===== config.mk =====
export PLATFORM = sky130hd
export DESIGN_NAME = lsu_stbuf
export DESIGN_NICKNAME = d
export VERILOG_FILES = /design/src/rtl/lsu_stbuf.sv
export SDC_FILE = /design/constraint.sdc
export NUM_CORES = 1
export LEC_CHECK = 0
export CAP_MARGIN = 5
export CELL_PAD_IN_SITES_DETAIL_PLACEMENT = 1
export CELL_PAD_IN_SITES_GLOBAL_PLACEMENT = 2
export CORE_MARGIN = 2
export CORE_UTILIZATION = 41
export CTS_CLUSTER_SIZE = 8
export DETAILED_ROUTE_END_ITERATION = 12
export GPL_ROUTABILITY_DRIVEN = 0
export PLACE_DENSITY = 0.84
export SYNTH_ARGS = -nofsm -noshare
export SYNTH_HDL_FRONTEND = slang
export SYNTH_SLANG_ARGS = --single-unit

===== constraint.sdc =====
create_clock -name clk -period 11.4 [get_ports clk]
set_clock_uncertainty 0.15 [all_clocks]
set_input_delay 1.71 -clock clk [delete_from_list [all_inputs] [get_ports clk]]
set_output_delay 1.71 -clock clk [all_outputs]
set_load 0.01 [all_outputs]

===== src/rtl/lsu_stbuf.sv =====
`timescale 1ns/1ps
// Store buffer between the dc3 store pipe and the DCCM write port.
// A circular FIFO of committed stores that drains the oldest entry on each port ack,
// and returns byte-granular store-to-load forwarding data one cycle after a dc3 lookup.
module lsu_stbuf #(
  parameter int unsigned DEPTH          = 4,
  parameter int unsigned ADDR_W         = 16,
  parameter bit          CHECK_OVERFLOW = 1'b1
) (
  input  logic                     clk,
  input  logic                     rst,
  input  logic                     store_stbuf_reqvld_dc3,
  input  logic                     stbuf_flush_dc3,
  input  logic [ADDR_W-1:0]        lsu_addr_dc3,
  input  logic [31:0]              store_data_dc3,
  input  logic [3:0]               store_byteen_dc3,
  input  logic                     load_stbuf_reqvld_dc3,
  input  logic [3:0]               load_byteen_dc3,
  input  logic                     stbuf_ack_any,
  output logic                     stbuf_reqvld_any,
  output logic                     stbuf_reqvld_flushed_any,
  output logic [ADDR_W-1:0]        stbuf_addr_any,
  output logic [31:0]              stbuf_data_any,
  output logic [3:0]               stbuf_byteen_any,
  output logic                     lsu_stbuf_empty_any,
  output logic                     lsu_stbuf_full_any,
  output logic [$clog2(DEPTH):0]   stbuf_count,
  output logic [3:0]               stbuf_fwdbyteen_dc4,
  output logic [31:0]              stbuf_fwddata_dc4
);

  localparam int unsigned PTR_W = $clog2(DEPTH);
  localparam int unsigned CNT_W = PTR_W + 1;

  logic [DEPTH-1:0]  valid_q;
  logic [ADDR_W-1:0] addr_q   [DEPTH];
  logic [31:0]       data_q   [DEPTH];
  logic [3:0]        byteen_q [DEPTH];
  logic [PTR_W-1:0]  wr_ptr_q;
  logic [PTR_W-1:0]  rd_ptr_q;
  logic [CNT_W-1:0]  count_q;
  logic              flushed_q;
  logic [3:0]        fwd_be_q;
  logic [31:0]       fwd_data_q;

  logic              alloc_c;
  logic              ack_c;
  logic [3:0]        fwd_be_c;
  logic [31:0]       fwd_data_c;
  logic [PTR_W-1:0]  idx_c;

  // Status and head-of-queue drain request.
  assign lsu_stbuf_empty_any      = (count_q == '0);
  assign lsu_stbuf_full_any       = (count_q == CNT_W'(DEPTH));
  assign stbuf_count              = count_q;
  assign stbuf_reqvld_any         = valid_q[rd_ptr_q];
  assign stbuf_addr_any           = addr_q[rd_ptr_q];
  assign stbuf_data_any           = data_q[rd_ptr_q];
  assign stbuf_byteen_any         = byteen_q[rd_ptr_q];
  assign stbuf_reqvld_flushed_any = flushed_q;
  assign stbuf_fwdbyteen_dc4      = fwd_be_q;
  assign stbuf_fwddata_dc4        = fwd_data_q;

  // Full is judged on the current count, so a same-cycle ack cannot make room.
  assign alloc_c = store_stbuf_reqvld_dc3 & ~stbuf_flush_dc3 & ~lsu_stbuf_full_any;
  assign ack_c   = stbuf_ack_any & stbuf_reqvld_any;

  // Entry storage: retire the head on ack, write the tail on allocation.
  always_ff @(posedge clk or posedge rst) begin
    if (rst) begin
      valid_q <= '0;
      for (int i = 0; i < int'(DEPTH); i++) begin
        addr_q[i]   <= '0;
        data_q[i]   <= '0;
        byteen_q[i] <= '0;
      end
    end else begin
      if (ack_c) valid_q[rd_ptr_q] <= 1'b0;
      if (alloc_c) begin
        valid_q[wr_ptr_q]  <= 1'b1;
        addr_q[wr_ptr_q]   <= lsu_addr_dc3;
        data_q[wr_ptr_q]   <= store_data_dc3;
        byteen_q[wr_ptr_q] <= store_byteen_dc3;
      end
    end
  end

  // Pointers, occupancy and the flushed-allocation flag.
  always_ff @(posedge clk or posedge rst) begin
    if (rst) begin
      wr_ptr_q  <= '0;
      rd_ptr_q  <= '0;
      count_q   <= '0;
      flushed_q <= 1'b0;
    end else begin
      flushed_q <= store_stbuf_reqvld_dc3 & stbuf_flush_dc3;
      if (alloc_c) wr_ptr_q <= wr_ptr_q + PTR_W'(1);
      if (ack_c)   rd_ptr_q <= rd_ptr_q + PTR_W'(1);
      case ({alloc_c, ack_c})
        2'b10:   count_q <= count_q + CNT_W'(1);
        2'b01:   count_q <= count_q - CNT_W'(1);
        default: count_q <= count_q;
      endcase
    end
  end

  // Forwarding search: walk oldest to youngest so the youngest match overwrites.
  always_comb begin
    fwd_be_c   = '0;
    fwd_data_c = '0;
    idx_c      = rd_ptr_q;
    for (int i = 0; i < int'(DEPTH); i++) begin
      idx_c = rd_ptr_q + PTR_W'(i);
      for (int b = 0; b < 4; b++) begin
        if (load_stbuf_reqvld_dc3 && valid_q[idx_c] && (addr_q[idx_c] == lsu_addr_dc3) &&
            byteen_q[idx_c][b] && load_byteen_dc3[b]) begin
          fwd_be_c[b]          = 1'b1;
          fwd_data_c[b*8 +: 8] = data_q[idx_c][b*8 +: 8];
        end
      end
    end
  end

  // Forwarding result register; loads zero when there is no lookup.
  always_ff @(posedge clk or posedge rst) begin
    if (rst) begin
      fwd_be_q   <= '0;
      fwd_data_q <= '0;
    end else begin
      fwd_be_q   <= fwd_be_c;
      fwd_data_q <= fwd_data_c;
    end
  end

  // The dc3 pipe must freeze on full; an allocation attempt while full is a protocol error.
  if (CHECK_OVERFLOW) begin : g_ovf_chk
    a_no_alloc_when_full : assert property (@(posedge clk) disable iff (rst)
      !(store_stbuf_reqvld_dc3 && !stbuf_flush_dc3 && lsu_stbuf_full_any));
  end

endmodule

### After elaboration in Yosys (flattened, before gate mapping)

Cells that the tools add are included.

* word-level logic and storage cells: 196
* flip-flop bits (word level): 256
* output and inout bits: 95
* bits of input ports: 62

* add/sub/neg operators: 6
* equality and inequality tests: 7
* reduce and logical (&&, ||, !) cells: 45
* mux-type cells: 92
* bitwise gates (word level): 14
* order comparisons: 13

Operators with widths (number)
* 2-to-1 mux 32 bit: 9
* binary-select mux 32 bit (select 2 bit): 4
* 2-to-1 mux 16 bit: 9
* binary-select mux 16 bit (select 2 bit): 4
* bitwise mux 128 bit: 1
* 2-to-1 mux 8 bit: 16
* bitwise mux 64 bit: 1
* demux 32 bit (select 2 bit): 1
* == test 16 bit: 4
* 2-to-1 mux 4 bit: 11
* logical AND 1 bit: 43
* binary-select mux 4 bit (select 2 bit): 4
* demux 16 bit (select 2 bit): 1
* 2-to-1 mux 1 bit: 22
* bitwise mux 16 bit: 1
* greater-or-equal comparator 3 bit (second input constant): 5
* less-than comparator 2 x 3 -> 1 bit (second input constant): 5
* inverter 2 -> 3 bit: 5
* binary-select mux 1 bit (select 2 bit): 4
* demux 4 bit (select 2 bit): 1
* case mux 3 bit (2 select lines): 1
* adder 2 x 1 -> 2 bit (second input constant): 2
* adder 2 bit (second input constant): 2
* AND 1 bit: 4
* 14 further kinds: 17

### Longest topological paths before layout

* depth in word-level cells: 12
* mapped depth: 16
* gate-level depth less buffers: 10

### Worst setup path after synthesis

OpenSTA, ideal clock, no wires.

* path kind: reg2out
* start: register rd_ptr_q[1]
* end: output stbuf_data_any[13]
* required time: 9.540 ns
* path slack: 7.071 ns
* buffers on the path: 7
* arrival time: 2.469 ns
* stages on the path, launching flop included: 9
* cell sequence: dfrtp_1 buf_2 buf_6 buf_6 buf_4 buf_1 buf_2 clkbuf_1 mux4_2

* longest elaborated chain between the ends: 4

RTL lines
* from (decl): line 40 `logic [PTR_W-1:0] rd_ptr_q;`
* from (signal assigned): line 98 `if (ack_c) rd_ptr_q <= rd_ptr_q + PTR_W'(1);`
* inverter 2 -> 3 bit (implied by the code): line 58 `assign stbuf_data_any = data_q[rd_ptr_q];`
* binary-select mux 32 bit (select 2 bit): line 58
* 2-to-1 mux 32 bit (implied by the code) (2 in a row): line 58
* to (decl): line 23 `output logic [31:0] stbuf_data_any,`

No other way between the ends. The select of a mux whose other input is x is not followed.

### Worst setup path in the final report

* start: register rd_ptr_q[1]
* end: register fwd_data_q[10] (netlist: stbuf_fwddata_dc4[10])

* longest elaborated chain between the ends: 12
* elaborated cells on any way between the ends: 75
* classes of those cells: add/sub: 3; eq/ne: 4; mux: 48; bitwise: 4; reduce/logical: 16

RTL lines
* adder 2 x 1 -> 2 bit / inverter 2 -> 3 bit (equally long branches)
* inverter 2 -> 3 bit (implied by the code) / binary-select mux 16 bit (select 2 bit) (equally long branches): line 115, 116, 118
* binary-select mux 16 bit (select 2 bit) / 2-to-1 mux 16 bit (equally long branches): line 115 `if (load_stbuf_reqvld_dc3 && valid_q[idx_c] && (addr_q[idx_c] == lsu_addr_dc3) &&`
* 2-to-1 mux 16 bit (implied by the code): line 115
* 2-to-1 mux 16 bit (implied by the code) / == test 16 bit (equally long branches): line 115
* == test 16 bit / logical AND 1 bit (equally long branches): line 115
* logical AND 1 bit: line 115
* logical AND 1 bit (on tied branches): line 115, 116
* logical AND 1 bit / 2-to-1 mux 8 bit (equally long branches): line 116, 115
* 2-to-1 mux 8 bit (2 in a row): line 115
* 2-to-1 mux 8 bit *: line 115
* via fwd_data_c[10]: line 49 `logic [31:0] fwd_data_c;`
* to (signal assigned): line 131 `fwd_data_q <= fwd_data_c;`
* to (decl): line 44 `logic [31:0] fwd_data_q;`

The timed path passes the listed nets; every way through them passes the cells marked *. The select of a mux whose other input is x is not followed.
A chain may end at the register's enable or synchronous reset.

==> results.sh <==
export IMPL_ys_seq_area_frac=0.381
export IMPL_maxCapViolCount=0
export IMPL_start_util=0.413
export IMPL_cts_tree="done"
export IMPL_slowest_delay_ps=1100
export IMPL_io_buffers=156
export IMPL_dp_cells=1823
export IMPL_p_leak_nw=7.52
export IMPL_cts_setup_buffers=0
export IMPL_die_w_um=206
export IMPL_nFillCells=4015
export IMPL_synth_cells=1231
export IMPL_cts_buffers=38
export IMPL_clock_sinks=256
export IMPL_drive_above_1_share=0.358
export IMPL_crit_path_start_kind="flip-flop"
export IMPL_hold_path_class="reg -> reg"
export IMPL_grt_use_total=0.227
export IMPL_yosysWarnings=0
export IMPL_path_cells="inv_1, ha_4, buf_4, mux4_2, xnor2_1, nand3_1, nor3_1, nand4_1, and2_1, a32oi_1"
export IMPL_cp_arrival_ps=6700
export IMPL_dp_hpwl_mm=31.2
export IMPL_ir_worst_vdd_mv=0.291
export IMPL_first_global_vias=12400
export IMPL_avgSynthCellArea_um2=13.6
export IMPL_drcViolationCount=0
export IMPL_synth_area_mm2=0.0168
export IMPL_synth_edf_count=0
export IMPL_path_clk_slew_ps=50
export IMPL_layout_common_cells="dfrtp_1 (254), mux2_2 (200), mux4_2 (199)"
export IMPL_synth_flop_cell="dfrtp_1"
export IMPL_die_area_mm2=0.0426
export IMPL_nets=1404
export IMPL_cp_slowest_cell="dfrtp_4"
export IMPL_drt_pass1_iterations=5
export IMPL_drt_iter0_drc=858
export IMPL_synth_distinct_cells=59
export IMPL_outcome="finished clean"
export IMPL_antenna_found_initial=1
export IMPL_h_tree_depth=2
export IMPL_clockBufferDepth=3
export IMPL_syn_num_nets=1303
export IMPL_layout_commonest_cell="dfrtp_1"
export IMPL_dr_total_vias=11700
export IMPL_routed_wl_mm=47.2
export IMPL_max_slew_margin=0.199
export IMPL_reg2reg_slack_ps=4980
export IMPL_rows=74
export IMPL_fp_coreArea_mm2=0.0406
export IMPL_setup_tns_ps=0
export IMPL_stdcell_count=1870
export IMPL_cts_root_buf="clkbuf_16"
export IMPL_path_class="reg -> reg"
export IMPL_finalHoldViolCount=0
export IMPL_worstMarginPinSlew_ps=1190
export IMPL_grt_ovfl_total=0
export IMPL_ant_nets=0
export IMPL_area_delta_synth_final_pct=17.1
export IMPL_p_per_area_mw_per_mm2=335
export IMPL_avgRoutedWirePerCell_um=25.2
export IMPL_slew_violations=0
export IMPL_hold_buffers=0
export IMPL_crit_path_end_kind="flip-flop"
export IMPL_grt_pass1_wl_mm=74.1
export IMPL_worstPathRequired_ps=11680
export IMPL_fp_dieH_um=206
export IMPL_clkLatencyLatePin_ps=540
export IMPL_max_freq_mhz=156
export IMPL_via_per_inst=6.28
export IMPL_grt_max_degree=146
export IMPL_critPathTopFamily="simple AND/OR/NAND/NOR gates"
export IMPL_io_pins=157
export IMPL_cts_resized=0
export IMPL_worstPathMaxFanout=70
export IMPL_async_flop_share=1.00
export IMPL_period_share=0.563
export IMPL_min_period_ps=6420
export IMPL_synth_seq_cells=256
export IMPL_path_buf_inv=2
export IMPL_setup_violations=0
export IMPL_rsz0062_at_grt="no"
-- path summary, 6_finish.rpt --
| kind | cells past startpoint | endpoint | startpoint |
|---|---|---|---|
| max in group asynchronous | 3 | data_q[125]$_DFFE_PP0P_ | rst |
| min | 1 | stbuf_count[0]$_DFFE_PP0P_ | stbuf_count[0]$_DFFE_PP0P_ |
| min in group asynchronous | 2 | data_q[123]$_DFFE_PP0P_ | rst |
| max | 10 | stbuf_fwddata_dc4[10]$_DFF_PP0_ | rd_ptr_q[1]$_DFFE_PP0P_ |
| min reg2reg | 1 | stbuf_count[0]$_DFFE_PP0P_ | stbuf_count[0]$_DFFE_PP0P_ |
| max reg2reg | 10 | stbuf_fwddata_dc4[10]$_DFF_PP0_ | rd_ptr_q[1]$_DFFE_PP0P_ |
-- final cells by class --
| cell class | count | area (um^2) | share of cell area |
|---|---|---|---|
| Multi-Input combinational cell | 849 | 9800 | 0.498 |
| Sequential cell | 256 | 6410 | 0.326 |
| Timing Repair Buffer | 168 | 1660 | 0.0845 |
| Clock buffer | 44 | 1040 | 0.0527 |
| Tap cell | 532 | 666 | 0.0338 |
| Inverter | 19 | 78.8 | 0.00401 |
| Clock inverter | 1 | 8.76 | 0.000445 |
| Antenna cell | 1 | 2.50 | 0.000127 |
-- cells by family after synthesis --
family                   synth area share
AO/OA/AOI/OAI                      0.0570
XOR/XNOR                           0.0287
adder cells (fa/ha/maj)           0.00790
buffers and inverters              0.0364
flip-flops                          0.381
multiplexers                        0.421
AND/OR/NAND/NOR                    0.0680
-- registers in the layout, summed over array words and instances, names as in the netlist --
| name | flops |
|---|---|
| rd_ptr_q | 2 |
| stbuf_fwdbyteen_dc4 | 4 |
| stbuf_reqvld_flushed_any | 1 |
| data_q | 128 |
| stbuf_count | 3 |
| byteen_q | 16 |
| stbuf_fwddata_dc4 | 32 |
| valid_q | 4 |
| wr_ptr_q | 2 |
| addr_q | 64 |
-- synthesized netlist by cell type (all sizes together), types with 2 or more instances --
cell type    n  share of area
a2111oi      3         0.0019
a21o         2        0.00089
a21oi        7         0.0023
a22oi        2        0.00089
a2bb2oi      2         0.0010
a311oi       4         0.0056
a32oi       29          0.015
and2        19         0.0071
and3         6         0.0022
buf         59          0.021
clkbuf      48          0.011
dfrtp      256           0.38
ha           9         0.0067
inv         19         0.0042
mux2       201           0.13
mux2i       32          0.019
mux4       199           0.27
nand2       99          0.022
nand2b      29          0.011
nand3       12         0.0036
nand4       22         0.0082
nor2        12         0.0027
nor2b        3         0.0011
nor3         6         0.0018
nor3b        4         0.0018
o21ai       53          0.016
o221a        4         0.0027
o22ai        4         0.0030
o2bb2ai      2         0.0010
o32ai        2         0.0010
or2          3         0.0011
or3          4         0.0015
or3b         4         0.0021
xnor2       51          0.027
xor2         4         0.0021
-- per-layer routing --
layer	routed length, um	share of wire	GRT usage
met4	1190	0.025	0.0668
met5	14	0.00030	0
met2	23300	0.49	0.373
met3	2120	0.045	0.0330
met1	20600	0.44	0.313
-- through the flow --
stage          hold WS, ps  setup slack (ps)  power, mW  instance area, um^2  utilization
2_1_floorplan          345              2500       4.46                16800            -
3_3_place_gp           353              5200       5.45                18600        0.458
3_5_place_dp           371              4850       5.56                18600        0.458
4_1_cts                382              4880       6.64                19700        0.484
5_1_grt                401              4530       6.98                19700        0.484
6_report               384              4980       6.59                19700        0.484
-- report_power, final --
part	switching [mW]	leakage (nW)	total, mW	internal, mW
registers	0.574	3.16	1.88	1.30
clock network	0.399	0.513	1.03	0.630
logic	1.52	3.85	3.68	2.16
Power figures use the tool's default switching activity.
==> RTL change, RTL diff (config.mk and constraints unchanged) <==
Take the reset off `fwd_data_q` and load it in a clocked block of its own.
--- a/src/rtl/lsu_stbuf.sv
+++ b/src/rtl/lsu_stbuf.sv
@@ -126,9 +126,11 @@
     if (rst) begin
       fwd_be_q   <= '0;
-      fwd_data_q <= '0;
     end else begin
       fwd_be_q   <= fwd_be_c;
-      fwd_data_q <= fwd_data_c;
     end
+  end
+
+  always_ff @(posedge clk) begin
+    fwd_data_q <= fwd_data_c;
   end
 
Behaviour: differs if rst is asserted again (counterexample within 4 cycles, from zero or initial values and one cycle with rst high); with rst held inactive, the same outputs for 4 cycles.
==> RTL change against the unedited design <==
Sequential cell count unchanged; die area decreased by 2.0%; combinational power increased by 2%; sequential share of layout area decreased by 0.23 points; design area decreased by 1.8%; power increased by 0.60%; via count decreased by 3.8%; synthesized cell count decreased by 3.1%; wire length decreased by 5.5%; register-to-register slack improved by 800 ps; setup slack improved by 640 ps; area after synthesis decreased by 2.0%.
==> RTL change: results (changes against the unedited design) <==
Run status
  – Status: finished clean

Routing
  – Total number of vias: 11300 (-3.8%)
  – Drt pass-1 iters: 4 (-1)
  – DRT iter0 DRCs: 724 (-16%)
  – Drt via density: 6.11 (-2.6%)
  – Wire per inst: 24.2 um (-4.2%)

Synth
  – Synth Instances: 1193 (-3.1%)
  – Register area share after synthesis: 0.380 (-0.00184)
  – Post-synth top cells: dfrtp_1 (224), mux2_2 (203), mux4_2 (187)
  – Largest cells by area after synthesis: dfrtp_1 (34%), mux4_2 (26%), mux2_2 (14%)
  – Yosys cell types: 62 (+5.1%)
  – Ys async rst share: 0.875 (-0.125)
  – Syn Nets: 1265 (-2.9%)

GRT
  – Pin count of the biggest net entering global routing: 161 (+10%)
  – Initial antenna violation count: 2 (+1)
  – Vias in the first global route: 11900 (-3.8%)
  – First-pass GRT wire length: 70800 um (-4.5%)

Critical path
  – Worst Reg-to-Reg Cells: 9 (-1)
  – CP max stage cell: buf_4
  – CP Launch Point: rd_ptr_q[0]
  – Crit path max-delay family: buffers and inverters
  – Slowest stage delay, CP: 880 ps (-220 ps)
  – Reg2reg end: stbuf_fwddata_dc4[14]
  – Crit-path max FO: 160 (+130%)

Placement
  – Setup slack at placement: 5810 ps (+958 ps)
  – Final HPWL DP: 28800 um (-7.5%)
  – Placed cell area: 18200 um2 (-2.2%)

Power
  – Seq pwr: 1.81 mW (-4%)
  – Cell Int Power: 4.11 mW (+0.24%)
  – Total leakage power: 7.41 nW (-1.5%)
  – Register share of total power: 0.273 (-0.012)
  – Clk pwr share: 0.160 (+0.004)

Finish
  – Count of non-CTS inverters in the layout: 22 (+3)
  – ClkCell Share: 0.0571 (+0.00395)
  – Final Net Count: 1367 (-2.6%)
  – Fillcell total: 3977 (-0.95%)
  – NonClk Buf Share: 0.0865 (+0.00207)
  – Multi-input logic cell count: 808 (-4.8%)
  – Post-route cell area: 19300 um2 (-1.8%)
  – Share of cells above drive strength 1: 0.358 (about the same)
  – Area Overhead vs Synth: 17.4%
  – Ant. Diodes: 0 (-1)
  – Clock Buffer Count: 63 (+43%)

STA
  – Crit path time final: 5780 ps (-638 ps)
  – Final hold slack: 397 ps (+12.2 ps)
[RTL change: how the worst min path moves through the flow]
| stage | cells past startpoint | end |
|---|---|---|
| 2_1_floorplan | 2 | addr_q[9] |
| 3_3_place_gp | 1 | stbuf_count[2] |
| 3_5_place_dp | 1 | stbuf_count[2] |
| 4_1_cts | 1 | stbuf_count[0] |
| 5_1_grt | 1 | stbuf_count[2] |
| 6_report | 1 | stbuf_count[0] |
[RTL change: logic make-up after synthesis]
| logic type | synth area share |
|---|---|
| multiplexers | 0.436 |
| flip-flops | 0.380 |
| AND/OR/NAND/NOR | 0.0535 |
| buffers and inverters | 0.0420 |
| AO/OA/AOI/OAI | 0.0478 |
| XOR/XNOR | 0.0330 |
| adder cells (fa/ha/maj) | 0.00806 |
[RTL change: metal layers]
| layer | track usage | wire length [um] |
|---|---|---|
| met5 | 0 | 34 |
| met4 | 0.0637 | 1080 |
| met3 | 0.0336 | 2390 |
| met2 | 0.356 | 21500 |
| met1 | 0.302 | 19600 |
